===== src/rtl/piso_serializer_tx.sv =====
`default_nettype none
// ============================================================================
// Module   : piso_serializer_tx
// Purpose  : Parallel-in / serial-out transmitter. A WIDTH-bit word is taken
//            through a valid/ready handshake and shifted out one bit per
//            clock on q, framed by sout_valid, followed by a one-cycle done
//            pulse in the first idle cycle after the frame.
// Revision : 1.0 - initial release
// ----------------------------------------------------------------------------
// Parameters
//   WIDTH      : data word width, 2..32
//   MSB_FIRST  : 1 = pdata[WIDTH-1] leaves first, 0 = pdata[0] leaves first
//   IDLE_LEVEL : level held on q outside a frame
// Ports
//   clk        : rising-edge clock
//   rst        : asynchronous reset, active low
//   pdata      : parallel word, sampled only on the handshake edge
//   load_valid : producer offers a word
//   load_ready : block accepts a word (IDLE only, out of reset)
//   q          : registered serial data
//   sout_valid : registered frame qualifier
//   busy       : block is not in IDLE
//   done       : one-cycle pulse after the last frame bit
// Build option
//   PISO_PARITY_EN : when defined, an even-parity bit follows the data bits
//                    inside the frame (frame length WIDTH+1)
// ============================================================================
module piso_serializer_tx #(
    parameter int WIDTH      = 8,
    parameter int MSB_FIRST  = 1,
    parameter bit IDLE_LEVEL = 1'b0
) (
    input  logic             clk,
    input  logic             rst,
    input  logic [WIDTH-1:0] pdata,
    input  logic             load_valid,
    output logic             load_ready,
    output logic             q,
    output logic             sout_valid,
    output logic             busy,
    output logic             done
);

    // Counter must hold the value WIDTH itself.
    localparam int                 c_cnt_w     = $clog2(WIDTH + 1);
    localparam logic [c_cnt_w-1:0] c_last_cnt  = c_cnt_w'(WIDTH);
    localparam logic [c_cnt_w-1:0] c_first_cnt = c_cnt_w'(1);

    localparam logic [1:0] c_st_idle   = 2'd0;
    localparam logic [1:0] c_st_shift  = 2'd1;
`ifdef PISO_PARITY_EN
    localparam logic [1:0] c_st_parity = 2'd2;
`endif

    logic [1:0]         r_state_q,      w_state_d;
    logic [WIDTH-1:0]   r_shift_q,      w_shift_d;
    logic [c_cnt_w-1:0] r_cnt_q,        w_cnt_d;
    logic               r_q_q,          w_q_d;
    logic               r_sout_valid_q, w_sout_valid_d;
    logic               r_done_q,       w_done_d;
`ifdef PISO_PARITY_EN
    logic               r_parity_q,     w_parity_d;
`endif

    logic               w_load;
    logic               w_first_bit;
    logic               w_next_bit;
    logic [WIDTH-1:0]   w_shift_adv;

    // Bit ordering. The shift register holds the captured word as-is; the
    // bit on q is always one position ahead of the register's edge, so the
    // "next" bit is taken one index in from the outgoing end.
    generate
        if (MSB_FIRST != 0) begin : g_msb_first
            assign w_first_bit = pdata[WIDTH-1];
            assign w_next_bit  = r_shift_q[WIDTH-2];
            assign w_shift_adv = {r_shift_q[WIDTH-2:0], 1'b0};
        end else begin : g_lsb_first
            assign w_first_bit = pdata[0];
            assign w_next_bit  = r_shift_q[1];
            assign w_shift_adv = {1'b0, r_shift_q[WIDTH-1:1]};
        end
    endgenerate

    // Ready is withheld while reset is asserted so no handshake is ever
    // advertised during reset.
    assign load_ready = (r_state_q == c_st_idle) & rst;
    assign w_load     = load_valid & load_ready;

    always_comb begin
        w_state_d      = r_state_q;
        w_shift_d      = r_shift_q;
        w_cnt_d        = r_cnt_q;
        w_q_d          = IDLE_LEVEL;
        w_sout_valid_d = 1'b0;
        w_done_d       = 1'b0;
`ifdef PISO_PARITY_EN
        w_parity_d     = r_parity_q;
`endif
        case (r_state_q)
            c_st_idle: begin
                if (w_load) begin
                    w_shift_d      = pdata;
                    w_q_d          = w_first_bit;
                    w_sout_valid_d = 1'b1;
                    w_cnt_d        = c_first_cnt;
                    w_state_d      = c_st_shift;
`ifdef PISO_PARITY_EN
                    w_parity_d     = ^pdata;
`endif
                end
            end
            c_st_shift: begin
                if (r_cnt_q == c_last_cnt) begin
                    // Last data bit has been on q for one cycle; drop the
                    // word so nothing of it survives the frame.
                    w_shift_d = '0;
                    w_cnt_d   = '0;
`ifdef PISO_PARITY_EN
                    w_state_d      = c_st_parity;
                    w_q_d          = r_parity_q;
                    w_sout_valid_d = 1'b1;
`else
                    w_state_d = c_st_idle;
                    w_done_d  = 1'b1;
`endif
                end else begin
                    w_shift_d      = w_shift_adv;
                    w_q_d          = w_next_bit;
                    w_sout_valid_d = 1'b1;
                    w_cnt_d        = r_cnt_q + c_first_cnt;
                end
            end
`ifdef PISO_PARITY_EN
            c_st_parity: begin
                w_state_d  = c_st_idle;
                w_done_d   = 1'b1;
                w_parity_d = 1'b0;
            end
`endif
            default: begin
                w_state_d = c_st_idle;
                w_shift_d = '0;
                w_cnt_d   = '0;
            end
        endcase
    end

    always_ff @(posedge clk or negedge rst) begin
        if (!rst) begin
            r_state_q      <= c_st_idle;
            r_shift_q      <= '0;
            r_cnt_q        <= '0;
            r_q_q          <= IDLE_LEVEL;
            r_sout_valid_q <= 1'b0;
            r_done_q       <= 1'b0;
`ifdef PISO_PARITY_EN
            r_parity_q     <= 1'b0;
`endif
        end else begin
            r_state_q      <= w_state_d;
            r_shift_q      <= w_shift_d;
            r_cnt_q        <= w_cnt_d;
            r_q_q          <= w_q_d;
            r_sout_valid_q <= w_sout_valid_d;
            r_done_q       <= w_done_d;
`ifdef PISO_PARITY_EN
            r_parity_q     <= w_parity_d;
`endif
        end
    end

    assign q          = r_q_q;
    assign sout_valid = r_sout_valid_q;
    assign done       = r_done_q;
    assign busy       = (r_state_q != c_st_idle);

endmodule
`default_nettype wire


===== config.mk =====
export PLATFORM = sky130hd
export DESIGN_NAME = piso_serializer_tx
export DESIGN_NICKNAME = d
export VERILOG_FILES = /design/src/rtl/piso_serializer_tx.sv
export SDC_FILE = /design/constraint.sdc
export NUM_CORES = 1
export LEC_CHECK = 0
export BUFFER_PORTS_ARGS = -buffer_cell sky130_fd_sc_hd__buf_2
export CAP_MARGIN = 40
export CORE_MARGIN = 2
export CORE_UTILIZATION = 46
export CTS_CLUSTER_SIZE = 16
export DETAILED_ROUTE_END_ITERATION = 7
export PLACE_DENSITY = 0.72
export SETUP_SLACK_MARGIN = 0.05
export SYNTH_ARGS = -nofsm -noshare
export SYNTH_HDL_FRONTEND = slang
export SYNTH_SLANG_ARGS = --single-unit

===== constraint.sdc =====
create_clock -name clk -period 1.1 [get_ports clk]
set_input_delay 0.055 -clock clk [delete_from_list [all_inputs] [get_ports clk]]
set_output_delay 0.055 -clock clk [all_outputs]
set_load 0.05 [all_outputs]

==> results of run 1 <==
[metrics by stage]
step / hold slack [ns] / cell area, sq um
after global placement: -0.0878 / 856
after floorplan: -0.241 / 761
final: -0.00463 / 1000
after global routing: 0.00974 / 1000
after detailed placement: -0.0867 / 856
after CTS: 0.00140 / 960
[flip-flops by register name, summed over array words and instances, names as in the netlist]
signal,count
done,1
q,1
r_cnt_q,4
r_state_q,1
r_shift_q,7
sout_valid,1
[logic make-up after synthesis]
logic type / count (synthesis) / synth area share (%)
flip-flops: 15 / 50.8
XOR/XNOR: 1 / 1.19
buffers and inverters: 7 / 7.12
AO/OA/AOI/OAI: 23 / 19.7
adder cells (fa/ha/maj): 2 / 3.39
AND/OR/NAND/NOR: 25 / 17.8
[path summary, 6_finish.rpt]
check                        startpoint           end  slack [ns]  depth (start not counted)
hold reg to reg            r_shift_q[0]  r_shift_q[0]        0.54                          2
min in group asynchronous           rst  r_shift_q[6]        0.26                          2
setup reg to reg           r_state_q[0]  r_shift_q[5]       -0.04                          4
max in group asynchronous           rst  r_state_q[0]        0.41                          3
setup / recovery           r_state_q[0]    load_ready       -0.05                          2
hold / removal                 pdata[7]             q      -0.005                          3
[final cells by class]
type / instances / area [sq um] / share of cell area [%]
multi-input combinational: 52 / 374 / 37.2
clock buffer: 3 / 22.5 / 2.24
clock inverter: 1 / 5.00 / 0.498
sequential: 15 / 377 / 37.5
tap: 16 / 20.0 / 1.99
inverter: 3 / 11.3 / 1.12
timing repair buffer: 28 / 195 / 19.4
[what timing repair did]
action                                  4_1_cts  5_1_grt
hold buffers                                  1        0
endpoints found under the setup margin       14       15
cloned                                        1        0
gates resized for setup                       7       10
hold endpoints to repair                     15        0
pin swaps                                     3        2
setup buffers                                 4        2
[cells in the final DEF (no fill, tap or decap)]
cell	synthesis	final
dfrtp_1	15	14
a21oi_2	0	1
nand3_2	0	1
a21oi_1	15	14
buf_6	3	2
nor2b_4	0	1
a21o_4	0	1
buf_2	0	13
buf_8	0	1
nor2_1	7	4
nor2_2	0	3
nor2b_1	1	1
ha_4	0	1
ha_1	2	1
nand3_1	11	10
inv_2	0	2
a22o_2	2	2
buf_4	1	11
nand2_1	4	4
o21ai_1	0	2
nand3b_4	1	2
dfrtp_2	0	1
dlygate4sd3_1	0	1
clkbuf_4	0	3
o21ai_2	0	1
a32o_1	1	1
inv_1	3	1
a21oi_4	1	1
xnor2_1	1	1
clkinv_2	0	1
[worst reg2reg max path: stages, from the launching register on]
cell     delay (ns)
dfrtp_2        0.50
buf_6          0.16
a21o_4         0.22
nor2_1         0.10
a21oi_1        0.05
[power breakdown]
part / switching (W) / internal (W) / total (W)
Combinational: 0.000855 / 0.000759 / 0.00161
Clock: 0.000186 / 0.000135 / 0.000321
Sequential: 0.000213 / 0.000795 / 0.00101
[metal layers]
layer | share of wire (%) | GRT usage [%]
met4 | 1.1 | 5.45
met2 | 53 | 34.1
met3 | 4.9 | 2.45
met1 | 41 | 25.7
met5 | 0 | 0
==> impl_results.md, run 1 <==
* Final Max Slew Viols at 0
* Post-Layout Cell Count at 118
* Seq cells post-synth at 15
* DRT Wirelength at between 1500 and 2000 microns
* WS Path Type: reg -> out
* Starting density of the core at roughly half
* Initial DRT Pass Iterations at 4
* Netlist cell types at 18
* Routed len/inst at 14.3 microns
* Core footprint at 1510 sq um
* CTS H-Tree Depth at 1
* CP required at about 1.0 ns
* Peak supply drop at 1.53 mV
* Syn_area_per_cell at 10.1 sq um
* CP endpoint kind: output port
* Core Util, Final at 66.7%
* Critical path's slowest cell: dfrtp_2
* Die width at 44.1 microns
* Fin crit period at 1.15 ns
* Gr usage total at between 10% and 20%
* CTS clock-pin slew for the worst setup and hold paths at 0.10 ns
* Leak at 0.518 nW
* Top-area cell type share of the netlist area at 50.8%
* Vias at 665
* Worst Hold Class: in -> reg
* Max frequency at 866 MHz
* Post-DRT Antenna Nets at 0
* Die area at about 1900 sq um
* Maximum fanout along the worst path at 8
* Async SR Flop Fraction at 100%
* Syn Nets at 86
* Layout cell share with drive strength beyond 1 at 47.1%
* RSZ-0062 raised after global routing: yes
* Worst-Skew Late Latency at around 0.29 ns
* Area Overhead vs Synth at 36.1%
* Port Buffers at 15
* First-pass GRT wire length at 2770 microns
* Final worst path period share at 105%
* Clock Path Buffers at 2
* Vias in the first global route at 596
* Pre-CTS WS at -0.0670 ns
* Sum Neg Setup Slack at -0.208 ns
* Gr ovfl total at 0
* Predominant post-synthesis flop cell: dfrtp_1
* Max cap viols at 0
* Failing checks: hold timing, setup timing
* Cell Rows at 14
* Worst setup SP type: flop
* Largest cells by area after synthesis: dfrtp_1 (51%), a21oi_1 (10%), nand3_1 (7.5%), buf_6 (4.6%), nor2_1 (3.6%)
* CTS tree: done
* CP arrival at ~1.1 ns
* Commonest cells post-synth: a21oi_1 (15), dfrtp_1 (15), nand3_1 (11), nor2_1 (7), nand2_1 (4)
* Die H at about 44 microns
* # setup viols final at 11
* Worst slew margin at roughly four fifths
* Setup WS post-layout at -0.0547 ns
* Biggest area consumer among synthesized cells: dfrtp_1
* CTS Root Cell: clkbuf_4
* FILL cells at 118
* Clock Sinks at 15
* Cell family with most CP delay: flip-flops
* Total power at 0.00294 W
* Cells after Synth at between 70 and 80
* Worst hold slack at -0.00463 ns
* CP Cell Sequence: nor2b_4 -> buf_6
* Final hold vios at 1
* Nets at between 100 and 150
* Measured slew at the worst slew-check pin at slightly below 0.3 ns
* Post-synth EDFFs at 0
* Post-Synthesis Cell Area at 738 sq um
* Num CTS Buffers at 3
* Cell Pwr Density at between 2000 and 3000 nW/um^2
* Hpwl dp at 1030 microns
* Placed cell count at 106
* Largest stage delay on the critical path at 0.50 ns
* Sequential area share after synthesis at between 50% and 60%
* Iteration-0 DRC Markers at 29
* N_diodes at 0
* GP Congestion at 0.762
* Status: finished, violations left
* Number of top-level pins at 16
* Largest net degree at the start of global routing at 13
* DRC at 0
* Routed vias/inst at 5.64
* Bufs and invs on worst path at 1
* Syn. warnings at 0
* Initial antenna violation count at 0
* Clk_skew at 0.00724 ns
Note: power is estimated with default switching activity, not from simulation.
==> run 2, diff against run 1 <==
CTS_CLUSTER_SIZE = default   (was 16)
MAX_ROUTING_LAYER = met4   (was default)
PLACE_DENSITY = 0.76   (was 0.72)
==> run 2 against run 1 <==
  * Wire length up 6.4%
  * Critical path type is now reg -> reg
  * Sequential share of layout area down 0.55 points
  * The flow finishes with violations (setup timing)
  * Critical path depth up 2
  * Highest routed layer unchanged
  * Sequential cell count unchanged
  * Combinational power up 4%
  * Final area up 1.5%
  * Register-to-register slack worse by 0.02 ns
  * Clock skew down 0.0014 ns
  * Power up 1.0%
  * Utilization up 1.0 points
  * Via count up 1.5%
  * Clock power about the same
==> impl_results.md, run 2 (synthesized netlist as in run 1, its figures left out) <==
* Largest stage delay on the critical path at between 0.4 and 0.5 ns
* CTS H-Tree Depth at 1
* Iteration-0 DRC Markers at 9
* Nets at 116
* Reg area at 377 sq um
* Gr ovfl total at 0
* Multi-input gate area at roughly 390 sq um
* N_diodes at 0
* Regs by FF count: r_shift_q: 7 flops, r_cnt_q: 4 flops
* Clock Path Buffers at 2
* Final worst path period share at 105%
* CP endpoint kind: flop
* CTS Root Cell: clkbuf_4
* CTS tree: done
* CP required at 1.28 ns
* Worst Hold Class: in -> reg
* Leak at 0.507 nW
* First-pass GRT wire length at 2840 microns
* RSZ-0062 raised after global routing: yes
* WS Path Type: reg -> reg
* GP Congestion at 0.778
* Routed vias/inst at 5.72
* Hpwl dp at roughly 1000 microns
* Number of top-level pins at 16
* Worst-Skew Late Latency at 0.28 ns
* Gr usage total at between 20% and 30%
* Initial DRT Pass Iterations at 4
* Critical path's slowest cell: dfrtp_1
* Fin crit period at 1.16 ns
* Starting density of the core at 49.0%
* Die H at 44.1 microns
* CP Cell Sequence: inv_2 -> ha_4 -> nand3b_4 -> a32o_1
* Setup WS post-layout at -0.0564 ns
* Clock Sinks at 15
* Post-Layout Cell Count at 118
* Largest net degree at the start of global routing at 11
* Cell Rows at 14
* Vias at 675
* CP arrival at 1.34 ns
* Status: finished, violations left
* Core footprint at 1510 sq um
* Final hold vios at 0
* Clk_skew at 0.00586 ns
* Die area at 1940 sq um
* Cell Pwr Density at approximately 3000 nW/um^2
* Num CTS Buffers at 3
* Max cap viols at 0
* CTS clock-pin slew for the worst setup and hold paths at 0.09 ns
* Worst slew margin at 75.4%
* Die width at 44.1 microns
* Largest Register: r_shift_q
* FILL cells at 116
* DRT Wirelength at approximately 1800 microns
* Post-DRT Antenna Nets at 0
* Routed len/inst at 15.2 microns
* Placed cell count at 105
* DRC at 0
* Vias in the first global route at roughly 600
* # setup viols final at 11
* Measured slew at the worst slew-check pin at ~0.37 ns
* Final Max Slew Viols at 0
* Initial antenna violation count at 0
* Failing checks: setup timing
* Maximum fanout along the worst path at 7
* Peak supply drop at between 1 and 1.5 mV
* Worst hold slack at 0.0364 ns
* Port Buffers at 15
* Layout cell share with drive strength beyond 1 at 46.1%
* Max reg flops at 7
* Max frequency at 865 MHz
* Highest-count cells in the layout ignoring fill and taps: dfrtp_1 (14), buf_2 (14), a21oi_1 (12)
* Worst setup SP type: flop
* Area Overhead vs Synth at 38.1%
-- run 2: timing repair --
item                       in CTS  in global routing
setup endpoints to repair      15                 16
pin swaps                       2                  5
resized for setup               9                  5
hold endpoints to repair       16                  0
setup buffers                   4                  1
hold buffers                    2                  0
gates cloned                    2                  0
-- run 2: layout make-up --
cell class	instances	share of cell area, %
multi-input combinational	53	38.5
sequential	15	36.9
tap	16	1.96
inverter	3	1.47
timing repair buffer	27	18.5
clock buffer	4	2.58
-- run 2: critical path: cells and delay by family, from the launching register on --
family	cells	cell delay, ns
flip-flops	1	0.41
buffers and inverters	1	0.09
AND/OR/NAND/NOR	1	0.12
AO/OA/AOI/OAI	1	0.27
adder cells (fa/ha/maj)	1	0.16
-- run 2: stage by stage --
stage	setup slack (ns)	power (W)	area (sq um)	utilization, %	TNS, ns
finish	-0.0564	0.00297	1020	67.7	-0.269
global route	-0.0971	0.00316	1020	67.7	-0.825
CTS	-0.0104	0.00284	988	65.6	-0.0255
detailed placement	-0.0877	0.00223	848	56.3	-0.246
global placement	-0.0269	0.00219	848	56.3	-0.0269
floorplan	-0.170	0.00195	761	-	-0.737
-- run 2: metal layers --
metal | share of wire [%] | global-route usage, % | up-vias
met5 | 0 | - | -
met4 | 1.6 | 9.09 | 0
met3 | 6.8 | 3.67 | 4
met2 | 49 | 31.2 | 31
met1 | 43 | 29.4 | 322
li1 | - | - | 318
-- run 2: path summary, 6_finish.rpt --
check	start	to	slack [ns]	depth (start not counted)
setup / recovery	r_cnt_q[0]	r_cnt_q[3]	-0.06	4
hold / removal	pdata[0]	r_shift_q[0]	0.04	3
setup reg to reg	r_cnt_q[0]	r_cnt_q[3]	-0.06	4
hold reg to reg	r_shift_q[0]	r_shift_q[0]	0.54	2
max in group asynchronous	rst	r_cnt_q[1]	0.26	3
min in group asynchronous	rst	r_shift_q[6]	0.37	2
-- run 2: where the power goes --
| group | internal [W] | switching, W | total, W |
|---|---|---|---|
| sequential | 0.000795 | 0.000189 | 0.000984 |
| clock | 0.000141 | 0.000178 | 0.000319 |
| combinational | 0.000744 | 0.000927 | 0.00167 |
| total | 0.00168 | 0.00129 | 0.00297 |
==> run 3, diff against run 2 <==
CORE_UTILIZATION = 51   (was 46)
PLACE_DENSITY = 0.8   (was 0.76)
clock period = 1.2 ns   (was 1.1 ns; I/O delays follow)
==> run 3 against run 2 <==
  * Clock skew is 0.0043 ns lower
  * Setup slack improved by 0.11 ns
  * Die area is 8.9% lower
  * Power fell by 12%
  * Critical path depth unchanged
  * The run now ends clean
  * Sequential cell count unchanged
  * Utilization grew 6.4 points
  * First-iteration DRC count increased to 3.0 times the previous value
==> impl_results.md, run 3 (synthesized netlist as in run 1, its figures left out) <==
* Largest net degree at the start of global routing at 9
* FILL cells at 88
* Regs by FF count: r_shift_q: 7 flops, r_cnt_q: 4 flops
* CP Cell Sequence: inv_2 -> ha_4 -> nand3b_4 -> a32o_1
* Reg area at 377 sq um
* Pre-CTS WS at -0.0119 ns
* Die H at 42.0 microns
* Critical path's slowest cell: dfrtp_1
* CTS H-Tree Depth at 1
* Max frequency at 870 MHz
* Critical Path End: r_cnt_q[3]
* WS Path Type: reg -> reg
* Worst Hold Class: in -> reg
* Die width at around 42 microns
* Cell Pwr Density at 2660 nW/um^2
* Nets at 116
* CTS clock-pin slew for the worst setup and hold paths at 0.09 ns
* Clock Sinks at 15
* Hpwl dp at 958 microns
* CP endpoint kind: flop
* Leak at between 0.5 and 0.6 nW
* Gr ovfl total at 0
* CTS tree: done
* Die area at 1770 sq um
* Worst path depth at 4
* HP Start: pdata[0]
* Max cap viols at 0
* First-pass GRT wire length at around 2600 microns
* Clk_skew at 0.00154 ns
* Reg2reg setup slack at 0.05 ns
* # setup viols final at 0
* Worst Reg-to-Reg Cells at 4
* Layout cell share with drive strength beyond 1 at between 40% and 50%
* Starting density of the core at 55.3%
* N_diodes at 0
* Highest-count cells in the layout ignoring fill and taps: a21oi_1 (15), dfrtp_1 (14), buf_2 (14)
* Worst slew margin at between 70% and 80%
* Final worst path period share at 95.8%
* Maximum fanout along the worst path at 7
* Setup WS post-layout at between 0.05 and 0.06 ns
* Routed vias/inst at a little under 6
* Reg2reg end: r_cnt_q[3]
* Gr usage total at 20.5%
* Fin crit period at 1.15 ns
* CP required at roughly 1.4 ns
* Worst-Skew Late Latency at 0.29 ns
* Final Max Slew Viols at 0
* Worst setup SP type: flop
* Number of top-level pins at 16
* Largest stage delay on the critical path at 0.41 ns
* Iteration-0 DRC Markers at 27
* CP arrival at 1.33 ns
* Total power at 0.00263 W
* CTS Root Cell: clkbuf_4
* Final hold vios at 0
* Bufs and invs on worst path at 1
* Routed len/inst at 15.0 microns
* Clock Path Buffers at 2
* Cell family with most CP delay: flip-flops
* Max reg flops at 7
* Num CTS Buffers at 3
* Peak supply drop at 1.22 mV
* Initial antenna violation count at 0
* Status: completed
* Core footprint at between 1000 and 1500 sq um
* Critical Path Source: r_cnt_q[1]
* GP Congestion at 0.772
* RSZ-0062 raised after global routing: yes
* Critical R2R Launch: r_cnt_q[1]
* Multi-input gate area at around 360 sq um
* Worst hold stages at 3
* DRC at 0
* Vias at 683
* Cell Rows at 13
* Most common cell after layout, fill and taps aside: a21oi_1
* DRT Wirelength at 1750 microns
* Vias in the first global route at 600
* Measured slew at the worst slew-check pin at 0.408 ns
* Initial DRT Pass Iterations at 5
* Port Buffers at 15
* Post-DRT Antenna Nets at 0
* Largest Register: r_shift_q
* Area Overhead vs Synth at 33.9%
[run 3: cell count changes in the layout (fill, tap and decap cells not counted)]
cell and change:
o21ai_2 -1, a21oi_1 +3, o21ai_0 +3, a21oi_4 -1, o21ai_1 -2, nand3_2 -1
a21oi_2 -2, ha_2 -1, ha_1 +1, nand3_1 +1
[run 3: what timing repair did]
| action | in CTS | in global routing |
|---|---|---|
| resized for setup | 6 | 3 |
| pin swaps | 0 | 2 |
| buffers inserted | 4 | 2 |
| hold buffers | 2 | 0 |
| endpoints found under the hold margin | 16 | 0 |
| gates cloned | 2 | 0 |
| endpoints found under the setup margin | 7 | 10 |
[run 3: power breakdown]
part / internal (W) / total [W] / switching [W]
Clock: 0.000129 / 0.000302 / 0.000173
Combinational: 0.000642 / 0.00143 / 0.000790
Sequential: 0.000729 / 0.000895 / 0.000166
[run 3: tightest hold or removal path: stages]
cell and delay [ns]:
buf_2 0.09, nand3_1 0.07, a21oi_1 0.06
[run 3: area by class of cell]
| cell class | count | share of cell area [%] |
|---|---|---|
| multi-input combinational | 53 | 36.7 |
| inverter | 3 | 1.52 |
| tap | 15 | 1.90 |
| clock buffer | 4 | 2.66 |
| sequential | 15 | 38.1 |
| timing repair buffer | 27 | 19.1 |
[run 3: how the worst min path moves through the flow]
stage / endpoint / slack [ns]
after floorplan: done / -0.24
after global placement: q / -0.05
after detailed placement: r_shift_q[3] / -0.04
after CTS: r_shift_q[0] / 0.03
after global routing: r_shift_q[0] / 0.04
final: r_shift_q[0] / 0.02
[run 3: per-layer routing]
layer  share of wire (%)  global-route usage, %
met5                   0                      -
met4                 1.9                   13.1
met3                 7.8                   3.45
met2                  47                   32.5
met1                  43                   24.2
[run 3: per-stage QoR]
| stage | TNS [ns] | instances | hold slack [ns] | cell area [sq um] | util [%] |
|---|---|---|---|---|---|
| after floorplan | -0.178 | 73 | -0.236 | 748 | - |
| after global placement | 0 | 103 | -0.0472 | 827 | 62.0 |
| after detailed placement | -0.0119 | 103 | -0.0407 | 827 | 62.0 |
| after CTS | 0 | 115 | 0.0290 | 955 | 71.6 |
| after global routing | 0 | 117 | 0.0405 | 988 | 74.1 |
| final | 0 | 117 | 0.0243 | 988 | 74.1 |
